===== src/rtl/abc_fetch_pkg.sv =====
// Shared types for the CoreABC instruction-fetch stage: default widths,
// fetch state encoding and the buffered {instr, pc} entry.
package abc_fetch_pkg;
  localparam int ABC_ADDR_W = 8;
  localparam int ABC_DATA_W = 16;

  typedef enum logic [1:0] {
    ST_IDLE  = 2'd0,
    ST_FETCH = 2'd1,
    ST_DRAIN = 2'd2
  } fetch_state_t;

  typedef struct packed {
    logic [ABC_DATA_W-1:0] instr;
    logic [ABC_ADDR_W-1:0] pc;
  } fetch_entry_t;
endpackage


===== src/rtl/abc_fetch_buf.sv =====
// Small tagged FIFO between the RAM read port and the decoder.
// Flush wins over a same-cycle push, so a word landing during a jump is lost.
module abc_fetch_buf
  import abc_fetch_pkg::*;
#(
  parameter int DEPTH = 2,
  parameter int CW    = $clog2(DEPTH + 1)
) (
  input  logic               clk,
  input  logic               rst_n,
  input  logic               i_push,
  input  fetch_entry_t       i_entry,
  input  logic               i_pop,
  input  logic               i_flush,
  output fetch_entry_t       o_head,
  output logic [CW-1:0]      o_count
);
  localparam int PW = (DEPTH > 1) ? $clog2(DEPTH) : 1;

  fetch_entry_t      r_mem [DEPTH];
  logic [PW-1:0]     r_wr, r_rd;
  logic [CW-1:0]     r_cnt;
  logic              w_push, w_pop;

  function automatic logic [PW-1:0] ptr_inc(input logic [PW-1:0] p);
    return (p == PW'(DEPTH - 1)) ? '0 : p + 1'b1;
  endfunction

  assign w_push  = i_push & (r_cnt != CW'(DEPTH));
  assign w_pop   = i_pop & (r_cnt != '0);
  assign o_head  = r_mem[r_rd];
  assign o_count = r_cnt;

  always_ff @(posedge clk) begin
    if (!rst_n) begin
      r_wr  <= '0;
      r_rd  <= '0;
      r_cnt <= '0;
      for (int i = 0; i < DEPTH; i++) r_mem[i] <= '0;
    end else if (i_flush) begin
      r_wr  <= '0;
      r_rd  <= '0;
      r_cnt <= '0;
    end else begin
      if (w_push) begin
        r_mem[r_wr] <= i_entry;
        r_wr        <= ptr_inc(r_wr);
      end
      if (w_pop) r_rd <= ptr_inc(r_rd);
      r_cnt <= r_cnt + CW'(w_push) - CW'(w_pop);
    end
  end
endmodule


===== src/rtl/abc_instr_fetch.sv =====
// CoreABC fetch stage: drives the 1-cycle-latency instruction RAM and hands
// {INSTR, INSTR_PC} to the decoder over valid/ready.
module abc_instr_fetch
  import abc_fetch_pkg::*;
#(
  parameter int                    ADDR_WIDTH = ABC_ADDR_W,
  parameter int                    DATA_WIDTH = ABC_DATA_W,
  parameter logic [ADDR_WIDTH-1:0] RESET_PC   = '0,
  parameter int                    BUF_DEPTH  = 2
) (
  input  logic                  RWCLK,
  input  logic                  RESETN,
  input  logic                  RUN,
  input  logic                  JUMP,
  input  logic [ADDR_WIDTH-1:0] JUMP_ADDR,
  output logic [ADDR_WIDTH-1:0] RADDR,
  output logic                  REN,
  input  logic [DATA_WIDTH-1:0] RD,
  output logic [DATA_WIDTH-1:0] INSTR,
  output logic [ADDR_WIDTH-1:0] INSTR_PC,
  output logic                  INSTR_VALID,
  input  logic                  INSTR_READY
);
  localparam int BCW = $clog2(BUF_DEPTH + 1);
  localparam int OCW = BCW + 1;

  logic [ADDR_WIDTH-1:0] r_pc, r_tag, r_hold_pc;
  logic [DATA_WIDTH-1:0] r_hold_instr;
  logic                  r_inflight;
  fetch_state_t          r_state, w_state_nxt;

  fetch_entry_t          w_entry, w_head;
  logic [BCW-1:0]        w_count;
  logic [OCW-1:0]        w_occ;
  logic                  w_valid, w_pop, w_issue;

  assign w_valid = RESETN & (w_count != '0);
  assign w_pop   = w_valid & INSTR_READY;
  // Occupancy counts the word still in the RAM pipe; a jump empties everything.
  assign w_occ   = OCW'(w_count) + OCW'(r_inflight) - OCW'(w_pop);
  assign w_issue = RESETN & RUN & (JUMP | (w_occ < OCW'(BUF_DEPTH)));

  assign REN   = w_issue;
  assign RADDR = !RESETN ? RESET_PC : (JUMP ? JUMP_ADDR : r_pc);

  assign w_entry.instr = RD;
  assign w_entry.pc    = r_tag;

  abc_fetch_buf #(.DEPTH(BUF_DEPTH), .CW(BCW)) u_buf (
    .clk     (RWCLK),
    .rst_n   (RESETN),
    .i_push  (r_inflight),
    .i_entry (w_entry),
    .i_pop   (w_pop),
    .i_flush (JUMP),
    .o_head  (w_head),
    .o_count (w_count)
  );

  // Outputs keep showing the last head once the buffer drains.
  assign INSTR_VALID = w_valid;
  assign INSTR    = !RESETN ? '0 : (w_valid ? w_head.instr : r_hold_instr);
  assign INSTR_PC = !RESETN ? '0 : (w_valid ? w_head.pc    : r_hold_pc);

  always_ff @(posedge RWCLK) begin
    if (!RESETN) begin
      r_pc         <= RESET_PC;
      r_tag        <= '0;
      r_inflight   <= 1'b0;
      r_hold_instr <= '0;
      r_hold_pc    <= '0;
      r_state      <= ST_IDLE;
    end else begin
      r_inflight <= w_issue;
      r_state    <= w_state_nxt;
      if (w_issue) r_tag <= RADDR;
      if (JUMP)         r_pc <= RUN ? JUMP_ADDR + 1'b1 : JUMP_ADDR;
      else if (w_issue) r_pc <= r_pc + 1'b1;
      if (w_valid) begin
        r_hold_instr <= w_head.instr;
        r_hold_pc    <= w_head.pc;
      end
    end
  end

  always_comb begin
    w_state_nxt = r_state;
    unique case (r_state)
      ST_IDLE:  if (RUN) w_state_nxt = ST_FETCH;
      ST_FETCH: if (!RUN) w_state_nxt = r_inflight ? ST_DRAIN : ST_IDLE;
      ST_DRAIN: w_state_nxt = RUN ? ST_FETCH : ST_IDLE;
      default:  w_state_nxt = ST_IDLE;
    endcase
  end
endmodule


===== config.mk =====
export PLATFORM = sky130hd
export DESIGN_NAME = abc_instr_fetch
export DESIGN_NICKNAME = d
export VERILOG_FILES = /design/src/rtl/abc_fetch_pkg.sv /design/src/rtl/abc_fetch_buf.sv /design/src/rtl/abc_instr_fetch.sv
export SDC_FILE = /design/constraint.sdc
export NUM_CORES = 1
export LEC_CHECK = 0
export CORE_MARGIN = 4
export CORE_UTILIZATION = 35
export DETAILED_ROUTE_END_ITERATION = 7
export GPL_TIMING_DRIVEN = 0
export PLACE_DENSITY_LB_ADDON = 0.12
export SLEW_MARGIN = 20
export SYNTH_ARGS = -nofsm -noshare
export SYNTH_HDL_FRONTEND = slang
export SYNTH_HIERARCHICAL = 1
export SYNTH_SLANG_ARGS = --single-unit

===== constraint.sdc =====
create_clock -name RWCLK -period 6.2 [get_ports RWCLK]
set_input_delay 1.24 -clock RWCLK [delete_from_list [all_inputs] [get_ports RWCLK]]
set_output_delay 1.24 -clock RWCLK [all_outputs]
set_load 0.01 [all_outputs]

======== After elaboration in Yosys (flattened, before gate mapping) ========
Memory sizes are Yosys's and may differ from the RTL's. A register that Yosys moved wholly into a read port is not among the register bits.
Index checks and enable logic that the tools add are counted.
word-level totals
  bits in registers ....................... 45
  memory bits (writable) .................. 48
  input bits .............................. 29
  output and inout port bits .............. 34
  logic and storage cells ................. 52
  memories ................................ 1
memories
  memory       depth  bits a word  rd ports  clocked after memory_dff  wr ports  RTL line             source
  u_buf.r_mem  2      24           1         1                         2         abc_fetch_buf.sv:20  fetch_entry_t r_mem [DEPTH];
cells by class
  add/sub/neg operators ................... 8
  order comparisons ....................... 1
  eq/ne operators ......................... 1
  mux-type cells .......................... 21
  bitwise gates (word level) .............. 8
  reductions and logical operators ........ 4
operators by type and width
  operator             count
  $mux 8               7
  $mux 16              2
  $mux 24              1
  $reduce_or 24->1     1
  $add 8x1->8 const B  2
  $mux 1               11
  $and 1x1->1          6
  $reduce_bool 2->1    2
  $add 2x1->3          1
  $lt 3x2->1 const B   1
  $sub 3x1->3          1
  $add 1x1->1 const B  2
  $add 2x1->2          1
  $ne 2x2->1 const B   1
  $reduce_or 2->1      1
  $sub 2x1->2          1
  $not 1->1            1
  $or 1x1->1           1

======== Logic depth before layout (Yosys ltp) ========
  word-level depth ........................ 9
  depth in mapped cells ................... 12
  mapped depth without buffers ............ 10

======== By module ========
Netlist, hierarchy kept.
by module, submodules not included
  module           times used  cells each  area each (um^2)  seq. area each (um^2)
  abc_fetch_buf    1           155         2367.3            1541.5
  abc_instr_fetch  1           235         1991.9            820.8

======== Least setup slack after synthesis ========
No wires, ideal clock.
  path kind ............................... input -> output
  start ................................... in RESETN
  end ..................................... out REN
  arrival ................................. 3.358 ns
  data required time ...................... 4.960 ns
  setup slack ............................. 1.602 ns
  stages .................................. 11
  buffers on the path ..................... 2
  cells stage by stage .................... inv_1 -> clkbuf_1 -> nor2_1 -> and2_1 -> ha_1 -> nor2b_1 -> fa_1 -> xnor2_2 -> nor2_2 -> o211a_1 -> buf_6
between the ends
  longest elaborated chain between the ends .. 6
  elaborated cells on any way between the ends .. 7
  classes of those cells .................. add/sub (1); order compare (1); bitwise (5)
RTL lines
  what             RTL line               source
  from (decl)      abc_instr_fetch.sv:12  input logic RESETN,
  $and 1x1->1      abc_instr_fetch.sv:37  assign w_valid = RESETN & (w_count != '0);
  via INSTR_VALID  abc_instr_fetch.sv:21  output logic INSTR_VALID,
  $and 1x1->1      abc_instr_fetch.sv:38  assign w_pop = w_valid & INSTR_READY;
  via w_pop        abc_instr_fetch.sv:35  logic w_valid, w_pop, w_issue;
  $sub 3x1->3      abc_instr_fetch.sv:40  assign w_occ = OCW'(w_count) + OCW'(r_inflight) - OCW'(w_pop);
  $lt 3x2->1       abc_instr_fetch.sv:41  assign w_issue = RESETN & RUN & (JUMP | (w_occ < OCW'(BUF_DEPTH)));
  $or 1x1->1       abc_instr_fetch.sv:41
  $and 1x1->1      abc_instr_fetch.sv:41
  to (decl)        abc_instr_fetch.sv:17  output logic REN,
The timed path passes the listed nets, and every way through them passes these cells.

======== Worst setup path after layout ========
  start ................................... in RESETN
  end ..................................... out REN
between the ends
  longest elaborated chain between the ends .. 6
  elaborated cells on any way between the ends .. 7
  classes of those cells .................. add/sub (1); order compare (1); bitwise (5)
RTL lines
  what         RTL line
  $and 1x1->1  abc_instr_fetch.sv:37
  $and 1x1->1  abc_instr_fetch.sv:38
  via w_pop    abc_instr_fetch.sv:35
  $sub 3x1->3  abc_instr_fetch.sv:40
  $lt 3x2->1   abc_instr_fetch.sv:41
  $or 1x1->1   abc_instr_fetch.sv:41
  $and 1x1->1  abc_instr_fetch.sv:41
The timed path passes the listed nets, and every way through them passes these cells.

==> summary.txt <==
====================================================================================================
Status                                                                                     completed
Antenna violations before repair                                                                   0
Core Area                                                                                 0.0121 mm²
Syn Area/Cell                                                                               11.2 µm²
Die footprint                                                                             0.0143 mm²
Routed vias                                                                                    2,963
Compound-gate portion of the synthesized area                                                 0.0611
Slew @ Worst Pin                                                                            0.713 ns
Number of remaining DRC errors                                                                     0
Sinks on the clock net                                                                            94
Clock latency reported for the late side of the worst-skew pair                              0.34 ns
Area share of xor/xnor cells in the synthesized design                                        0.0278
Chip Width                                                                                    120 µm
Wirelength per Cell                                                                          15.2 µm
Clock-pin slew reported for the worst setup and hold paths after clock tree synthesis        0.06 ns
Area fraction of the dominant cell type after synthesis                                        0.331
Class of the most critical hold timing path                                             register to register
Max Clock Freq                                                                               167 MHz
PD cells                                                                                  241 mW/mm²
# rows                                                                                            40
Count of port buffers added during placement                                                      61
Overall routed net length                                                                    9660 µm
Synth async-reset ratio                                                                            0
Post-route minimum period                                                                    5.98 ns
Data required time at the worst endpoint                                                     4.96 ns
Grt ovf                                                                                            0
Total power of the final layout                                                              1.31 mW
Chip height                                                                                   120 µm
TritonCTS Buffers                                                                                  9
Dominant combinational cell family by area after synthesis                              simple AND/OR/NAND/NOR gates
Number of gates resized after cts                                                                  0
Crit path kind                                                                          input port to output port
Post-synth EDFFs                                                                                  48
Via-to-Cell Ratio                                                                               4.67
RSZ-0062 raised after global routing                                                           false
Vias in the first global route                                                                 3,051
Post-synth top cells                                                                    sky130_fd_sc_hd__nand2_1, sky130_fd_sc_hd__edfxtp_1, sky130_fd_sc_hd__and2_1, sky130_fd_sc_hd__dfxtp_1, sky130_fd_sc_hd__a21oi_1
Synth warnings                                                                                     6
DRT iter0 DRCs                                                                                   119
Total of endpoints with negative setup slack in the final report                                   0
Gate count of the mapped netlist                                                                 390
Total of flip-flops plus latches after synthesis                                                  94
Synth Area in Adders                                                                          0.0189
Number of hold violations in the final report                                                      0
Cell types occupying the most area after synthesis                                      sky130_fd_sc_hd__edfxtp_1, sky130_fd_sc_hd__dfxtp_1, sky130_fd_sc_hd__and2_1, sky130_fd_sc_hd__mux2_2, sky130_fd_sc_hd__nand2_1
Effective utilization at floorplan                                                             0.360
Maximum fanout along the worst path                                                               13
Synthesized-area fraction occupied by and/or/nand/nor cells                                    0.204
Pin count of the biggest net entering global routing                                              25
Worst slew slack as a fraction of its limit                                                    0.525
CTS tree                                                                                         yes
CTS root buf                                                                            sky130_fd_sc_hd__clkbuf_16
Global placer's final weighted congestion                                                      0.778
Net total in the final layout                                                                    496
H-tree levels                                                                                      3
Post-synthesis mux area share                                                                  0.111
Count of maximum capacitance violations                                                            0
Synthesized area                                                                         0.00436 mm²
Library cell occupying the most area in the post-synthesis netlist                      sky130_fd_sc_hd__edfxtp_1
Post-DRT Antenna Nets                                                                              0
Number of distinct library cells after synthesis                                                  49
Syn nets                                                                                         425
Arrival time reported for the critical path endpoint                                         4.74 ns
Maximum clock insertion buffer count                                                               2
Number of diodes                                                                                   0
Flip-flop cell with the highest count after synthesis                                   sky130_fd_sc_hd__edfxtp_1
Combined global-route utilization of all metal layers                                          0.142
Area growth from synthesis to final layout                                                     24.9%
Worst Hold Slack                                                                            0.455 ns
Max IR drop VDD                                                                             0.115 mV
Wire length of the first global-routing pass                                               15,800 µm
Static power due to leakage                                                                  2.05 nW
Largest clock skew in the final design                                                    0.00511 ns
Fraction of the yosys area taken by sequential cells                                           0.542
Fraction of final layout cells with drive strength greater than 1                              0.170
Setup crit end kind                                                                      output port
Estimated wirelength of the detail-placed design                                             6670 µm
Hold-fix buffers at CTS                                                                            0
Number of slew-limit violations in the final report                                                0
Count leader, synth                                                                     sky130_fd_sc_hd__nand2_1
Critical path launch point type                                                           input port
Post-CTS repair timing setup buffer count                                                          0
Ports                                                                                             63
Iteration count of the initial detailed-routing pass                                               4
Final worst path period share                                                                  0.965
====================================================================================================
kinds of logic (layout without fill, tap and decap cells):
kind of cell    after synthesis  count (layout)
simple gates                164             164
flops                        94              94
compound gates               45              45
mux                          41              41
buf+inv                      27             103
xor+xnor                     13              13
fa+ha+maj                     6               6
path summary, 6_finish.rpt:
| path | start | endpoint | slack, ns | depth (start not counted) |
|---|---|---|---|---|
| worst max register to register | u_buf/o_count[1]$_SDFF_PP0_ | r_pc[1]$_SDFFE_PN0P_ | 3.01 | 10 |
| worst min register to register | r_hold_instr[7]$_DFF_P_ | r_hold_instr[7]$_DFF_P_ | 0.45 | 2 |
| worst max-delay path | RESETN | REN | 0.22 | 12 |
| worst min-delay path | r_hold_instr[7]$_DFF_P_ | r_hold_instr[7]$_DFF_P_ | 0.45 | 2 |
power by group:
| part | internal (mW) | switching, mW |
|---|---|---|
| combinational | 0.0612 | 0.0616 |
| clock | 0.271 | 0.231 |
| sequential | 0.677 | 0.0118 |
cells in the final DEF, fill, tap and decap left out, types with 4 or more instances in the layout:
master	count
sky130_fd_sc_hd__clkdlybuf4s50_1	61
sky130_fd_sc_hd__nand2_1	59
sky130_fd_sc_hd__edfxtp_1	48
sky130_fd_sc_hd__and2_1	46
sky130_fd_sc_hd__dfxtp_1	46
sky130_fd_sc_hd__a21oi_1	30
sky130_fd_sc_hd__mux2_2	25
sky130_fd_sc_hd__nor2_1	13
sky130_fd_sc_hd__and2_2	13
sky130_fd_sc_hd__xor2_1	9
sky130_fd_sc_hd__clkbuf_16	9
sky130_fd_sc_hd__mux2i_1	8
sky130_fd_sc_hd__clkbuf_1	8
sky130_fd_sc_hd__mux2_4	8
sky130_fd_sc_hd__buf_6	6
sky130_fd_sc_hd__o21a_1	6
sky130_fd_sc_hd__inv_1	5
sky130_fd_sc_hd__nor3_1	5
sky130_fd_sc_hd__ha_1	5
sky130_fd_sc_hd__buf_2	4
layer usage:
| layer | up-vias | track usage | part of all wire |
|---|---|---|---|
| li1 | 1481 | - | - |
| met1 | 1418 | 0.180 | 0.47 |
| met2 | 56 | 0.235 | 0.48 |
| met3 | 8 | 0.0401 | 0.038 |
| met4 | 0 | 0.0429 | 0.013 |
| met5 | - | 0 | 0 |
registers in the layout (all words and copies together) (netlist names), named ones only:
name / cells
r_hold_instr: 16
u_buf/r_rd: 1
r_pc: 8
u_buf/r_mem: 48
r_inflight: 1
r_tag: 8
r_hold_pc: 8
u_buf/r_wr: 1
u_buf/o_count: 2
through the flow:
| stage | instances | instance area, µm² | setup TNS [ns] | util | setup WS (ns) |
|---|---|---|---|---|---|
| floorplan | 390 | 4360 | 0 | - | 1.60 |
| global placement | 619 | 5180 | -0.0272 | 0.428 | -0.0272 |
| detailed placement | 619 | 5180 | -0.0756 | 0.428 | -0.0756 |
| CTS | 634 | 5450 | 0 | 0.450 | 0.175 |
| global route | 634 | 5450 | 0 | 0.450 | 0.00727 |
| finish | 634 | 5450 | 0 | 0.450 | 0.215 |
critical path, stage by stage:
cell and delay, ns:
sky130_fd_sc_hd__clkdlybuf4s50_1 0.61, sky130_fd_sc_hd__inv_1 0.47, sky130_fd_sc_hd__nor2_1 0.12, sky130_fd_sc_hd__and2_1 0.20
sky130_fd_sc_hd__ha_1 0.28, sky130_fd_sc_hd__nor2b_1 0.05, sky130_fd_sc_hd__fa_1 0.40, sky130_fd_sc_hd__xnor2_2 0.42
sky130_fd_sc_hd__nor2_2 0.07, sky130_fd_sc_hd__o211a_1 0.23, sky130_fd_sc_hd__buf_6 0.15, sky130_fd_sc_hd__clkdlybuf4s50_1 0.49
final cells by class:
type                    instances  area (µm²)
fillers                      1187        6670
repair buffers                 61         611
plain buffers                  21         133
flip-flops and latches         94        2360
multi-input cells             269        1840
clock inverters                 6        37.5
clock buffers                  10         229
well taps                     168         210
inverters                       5        18.8
(Power assumes the default switching activity.)
==> patch 1: new RTL, config.mk and constraints unchanged <==
`ABC_DATA_W`: 16 -> 18.
--- a/src/rtl/abc_fetch_pkg.sv
+++ b/src/rtl/abc_fetch_pkg.sv
@@ -2,7 +2,7 @@
 // fetch state encoding and the buffered {instr, pc} entry.
 package abc_fetch_pkg;
   localparam int ABC_ADDR_W = 8;
-  localparam int ABC_DATA_W = 16;
+  localparam int ABC_DATA_W = 18;
 
   typedef enum logic [1:0] {
     ST_IDLE  = 2'd0,
Interface: changed (resized INSTR and RD); port bits go from 63 to 67. No check against the original RTL was run, so the function may have changed too.
==> patch 1 against the original RTL <==
- setup slack improved by 100 ps
- wire length increased by 8.3%
- die area up 5.9%
- sequential share of layout area shrank 0.19 points
- highest routed layer unchanged
- utilization is 0.77 points higher
- combinational power is 25% higher
- first-iteration DRC count rose by 34%
- power rose by 13%
- non-clock buffer count is 9 higher
- largest cell class unchanged
- sequential power up 7.7%
- sequential cell count rose by 6
- area after synthesis increased by 6.4%
- cell area grew 7.3%
==> patch 1: results (changes against the original RTL) <==
** Yosys
- Commonest cells post-synth: 73 x sky130_fd_sc_hd__nand2_1, 52 x sky130_fd_sc_hd__edfxtp_1, 48 x sky130_fd_sc_hd__dfxtp_1 (was 59 x sky130_fd_sc_hd__nand2_1, 48 x sky130_fd_sc_hd__edfxtp_1, 46 x sky130_fd_sc_hd__and2_1, 46 x sky130_fd_sc_hd__dfxtp_1, 30 x sky130_fd_sc_hd__a21oi_1).
- Top cells by area, synth :: sky130_fd_sc_hd__edfxtp_1 34%, sky130_fd_sc_hd__dfxtp_1 21%, sky130_fd_sc_hd__mux2_2 6.6% (was sky130_fd_sc_hd__edfxtp_1 33%, sky130_fd_sc_hd__dfxtp_1 21%, sky130_fd_sc_hd__and2_1 6.6%)
- Post-synth EDFFs :: 52 (was 48)
- Mean cell area of the mapped netlist :: 10.9 sq um (was 11.2 sq um)
- Seq/Total Area, Yosys :: 0.544 (was 0.542)
- Distinct cell type count after synthesis :: 47 (was 49)

** Placement
- The post-place setup slack was -32.5 ps (was -75.6 ps).
- The standard cell area after detailed placement is 5530 sq um (was 5180 sq um).

** Power and ir drop
- The maximum resistive drop on vdd was 0.000133 V (was 0.000115 V).

** Global route
- Global-route wire length before repair :: 16900 microns (was 15800 microns)
- The met2 track demand over resource came to 0.230 (was 0.235).
- The met1 track demand over resource in global routing is 0.195 (was 0.180).
- The via count of the first global-routing pass was 3268 (was 3051).

** Timing
- The worst max-slew margin expressed relative to the limit is 0.469 (was 0.525).
- The achievable clock frequency was 170 MHz (was 167 MHz).
- The portion of the clock cycle consumed by the worst path in the final layout was 0.949 (was 0.965).

** Drt
- Number of DRC markers after the initial detailed-route iteration :: 159 (was 119)
- The routed wire length per instance is 15.5 microns (was 15.2 microns).
- The total wire length was 10500 microns (was 9660 microns).

** Worst setup path
- Capturing point of the worst reg2reg path :: r_tag[0]$_SDFFE_PN0P_ (was r_pc[1]$_SDFFE_PN0P_)
- CP max FO :: 19 (was 13)
- Flop-to-flop setup slack :: 2580 ps (was 3010 ps)
- Worst R2R Path Depth :: 12 (was 10)

** Min path
- Launch point of the worst hold path :: r_tag[3]$_SDFFE_PN0P_ (was r_hold_instr[7]$_DFF_P_)

** Finish
- Filler Cell Count :: 1195 (was 1187)
- The number of nets in the finished design was 537 (was 496).

** Outcome
- Outcome :: finished, final reports clean (unchanged)
patch 1: cell families (layout without fill, tap and decap cells):
logic type / Yosys count / after routing / share of synthesized area
AOI/OAI and AO/OA: 57 / 57 / 0.0899
buffers and inverters: 36 / 117 / 0.0440
xor gates and xnor gates: 7 / 7 / 0.0132
adders and majority gates: 6 / 6 / 0.0178
muxes: 32 / 32 / 0.0764
DFF: 100 / 100 / 0.544
and+or+nand+nor: 186 / 186 / 0.215
patch 1: critical path: stages:
cell and delay (ps):
sky130_fd_sc_hd__clkdlybuf4s50_1 580, sky130_fd_sc_hd__buf_2 380, sky130_fd_sc_hd__and3_1 240, sky130_fd_sc_hd__ha_1 230, sky130_fd_sc_hd__nor2b_1 140, sky130_fd_sc_hd__fa_1 430
sky130_fd_sc_hd__o31a_1 380, sky130_fd_sc_hd__inv_1 150, sky130_fd_sc_hd__buf_2 270, sky130_fd_sc_hd__clkdlybuf4s50_1 580
patch 1: final cells by class:
type                       count  area, sq um  area share
clock buffer                  11          233      0.0398
buffer                        25          163      0.0278
multi-input combinational    288         1910       0.328
inverter                      10         37.5     0.00643
timing repair buffer          66          678       0.116
clock inverter                 5         77.6      0.0133
sequential                   100         2520       0.432
tap                          172          215      0.0368
patch 1: worst min path at each step:
| stage | endpoint | slack, ps | depth (start not counted) |
|---|---|---|---|
| 2_1_floorplan | r_tag[3]$_SDFFE_PN0P_ | 440 | 2 |
| 3_3_place_gp | r_tag[3]$_SDFFE_PN0P_ | 450 | 2 |
| 3_5_place_dp | r_tag[3]$_SDFFE_PN0P_ | 460 | 2 |
| 4_1_cts | r_tag[3]$_SDFFE_PN0P_ | 470 | 2 |
| 5_1_grt | r_tag[3]$_SDFFE_PN0P_ | 490 | 2 |
| 6_report | r_tag[3]$_SDFFE_PN0P_ | 470 | 2 |
patch 1: power by group through the flow:
stage / sequential (mW) / clock, mW / combinational, mW
final: 0.742 / 0.588 / 0.154
after global routing: 0.746 / 0.632 / 0.171
after CTS: 0.742 / 0.607 / 0.157
after detailed placement: 0.757 / 0 / 0.156
after global placement: 0.756 / 0 / 0.153
after floorplan: 0.752 / 0 / 0.0850
patch 1: metal layers:
layer	share of wire	wire length, microns
met1	0.47	4960
met3	0.049	516
met4	0.0075	78
met2	0.47	4910
met5	0	0
==> patch 2: new RTL, same flow settings <==
Without the edit above. Reset style: asynchronous (`RESETN` and `rst_n`), changed in 2 clocked blocks.
--- a/src/rtl/abc_fetch_buf.sv
+++ b/src/rtl/abc_fetch_buf.sv
@@ -31,7 +31,7 @@
   assign o_head  = r_mem[r_rd];
   assign o_count = r_cnt;
 
-  always_ff @(posedge clk) begin
+  always_ff @(posedge clk or negedge rst_n) begin
     if (!rst_n) begin
       r_wr  <= '0;
       r_rd  <= '0;
--- a/src/rtl/abc_instr_fetch.sv
+++ b/src/rtl/abc_instr_fetch.sv
@@ -62,7 +62,7 @@
   assign INSTR    = !RESETN ? '0 : (w_valid ? w_head.instr : r_hold_instr);
   assign INSTR_PC = !RESETN ? '0 : (w_valid ? w_head.pc    : r_hold_pc);
 
-  always_ff @(posedge RWCLK) begin
+  always_ff @(posedge RWCLK or negedge RESETN) begin
     if (!RESETN) begin
       r_pc         <= RESET_PC;
       r_tag        <= '0;
Check against the original RTL: same outputs for any inputs over 4 cycles, from zero or initial values and one cycle with RESETN low; that may be too few to reach the edited logic, so the function may still have changed.
==> patch 2 against the original RTL <==
- synthesized cell count is 13% lower
- global-route usage is 0.15 points lower
- cell area rose by 4.1%
- register-to-register slack got worse by 210 ps
- critical path depth up 2
- area after synthesis is 3.5% higher
- setup slack better by 100 ps
- sequential cell count is 1 lower
- final cell count shrank 7.1%
- wire length increased by 0.57%
- clock skew is 3.6 ps higher
Power is not compared: it rests on default switching activity, and its combinational part moved more than twofold at a synthesized area within 25%.
==> patch 2: results (changes against the original RTL) <==
** Placement
- Number of placed instances with taps included :: 573 (was 619)
- The HPWL after detailed placement was 6680 microns (was 6670 microns).

** Yosys
- The total nets after synthesis came to 374 (was 425).
- Seq/Total Area, Yosys :: 0.516 (was 0.542)
- Share of async-settable or async-resettable flops after synthesis :: 1.00 (was 0)
- Distinct cell type count after synthesis :: 38 (was 49)
- Top cells by area, synth: sky130_fd_sc_hd__dfrtp_1 52%, sky130_fd_sc_hd__mux2_2 26%, sky130_fd_sc_hd__and2_1 3.5% (was sky130_fd_sc_hd__edfxtp_1 33%, sky130_fd_sc_hd__dfxtp_1 21%, sky130_fd_sc_hd__and2_1 6.6%).
- Commonest cells post-synth: 103 x sky130_fd_sc_hd__mux2_2, 93 x sky130_fd_sc_hd__dfrtp_1, 25 x sky130_fd_sc_hd__and2_1 (was 59 x sky130_fd_sc_hd__nand2_1, 48 x sky130_fd_sc_hd__edfxtp_1, 46 x sky130_fd_sc_hd__and2_1, 46 x sky130_fd_sc_hd__dfxtp_1, 30 x sky130_fd_sc_hd__a21oi_1).

** Timing
- Post-route worst hold slack :: 488 ps (was 455 ps)
- The time the final worst path needs with I/O delays and setup came to 5880 ps (was 5980 ps).
- The actual slew at the worst max-slew pin was 549 ps (was 713 ps).

** Outcome
- Outcome :: finished, final reports clean (unchanged)

** Worst setup path
- Delay of the slowest cell on the worst path :: 550 ps (was 610 ps)
- Capturing point of the worst reg2reg path :: r_tag[7]$_DFFE_PN0P_ (was r_pc[1]$_SDFFE_PN0P_)

** Global route
- Vias in the first global route :: 3069 (was 3051)
- The met2 track demand over resource came to 0.227 (was 0.235).
- The pin count of the biggest net entering global routing is 35 (was 25).
- The global router's overall resource usage came to 0.140 (was 0.142).

** Finish
- The multi-input combinational cell count came to 223 (was 269).
- Proportion of cell area occupied by multi-input gates :: 0.364 (was 0.339)
- Repair and plain buffers :: 80 (was 82)
- The share of final-layout standard cells stronger than drive strength 1 came to 0.331 (was 0.170).
- The count of filler cells inserted in the layout came to 1248 (was 1187).
- Number of clock buffers in the layout :: 13 (was 10)
- Clock tree cell share of total cell area :: 0.0459 (was 0.0489)

** Drt
- Number of DRC markers after the initial detailed-route iteration :: 141 (was 119)
- The total length of routed met3 wires came to 376 microns (was 363 microns).

** Min path
- Launch point of the worst hold path :: r_hold_pc[4]$_DFF_PN0_ (was r_hold_instr[7]$_DFF_P_)
- WHS Endpoint :: r_hold_pc[4]$_DFF_PN0_ (was r_hold_instr[7]$_DFF_P_)

** Die
- The number of well-tap cells placed was 172 (was 168).
-- patch 2: cell types whose count changed in the layout (fill, tap and decap cells not counted), moves of 28 or more --
cell / before / now
sky130_fd_sc_hd__dfxtp_1: 46 / 0
sky130_fd_sc_hd__mux2_2: 25 / 103
sky130_fd_sc_hd__nand2_1: 59 / 11
sky130_fd_sc_hd__dfrtp_1: 0 / 93
sky130_fd_sc_hd__a21oi_1: 30 / 2
sky130_fd_sc_hd__edfxtp_1: 48 / 0
-- patch 2: timing repair --
item                                    4_1_cts  5_1_grt
hold buffers                                  0        0
endpoints found under the setup margin        1        1
cloned                                        1        0
endpoints found under the hold margin         0        0
setup buffers                                 0        0
gates resized for setup                       0        5
-- patch 2: kinds of logic after synthesis --
| family | Yosys count | share of synthesized area |
|---|---|---|
| mux | 117 | 0.288 |
| flops | 93 | 0.516 |
| simple gates | 73 | 0.101 |
| buf+inv | 23 | 0.0272 |
| xor+xnor | 17 | 0.0347 |
| compound gates | 10 | 0.0144 |
| fa+ha+maj | 6 | 0.0183 |
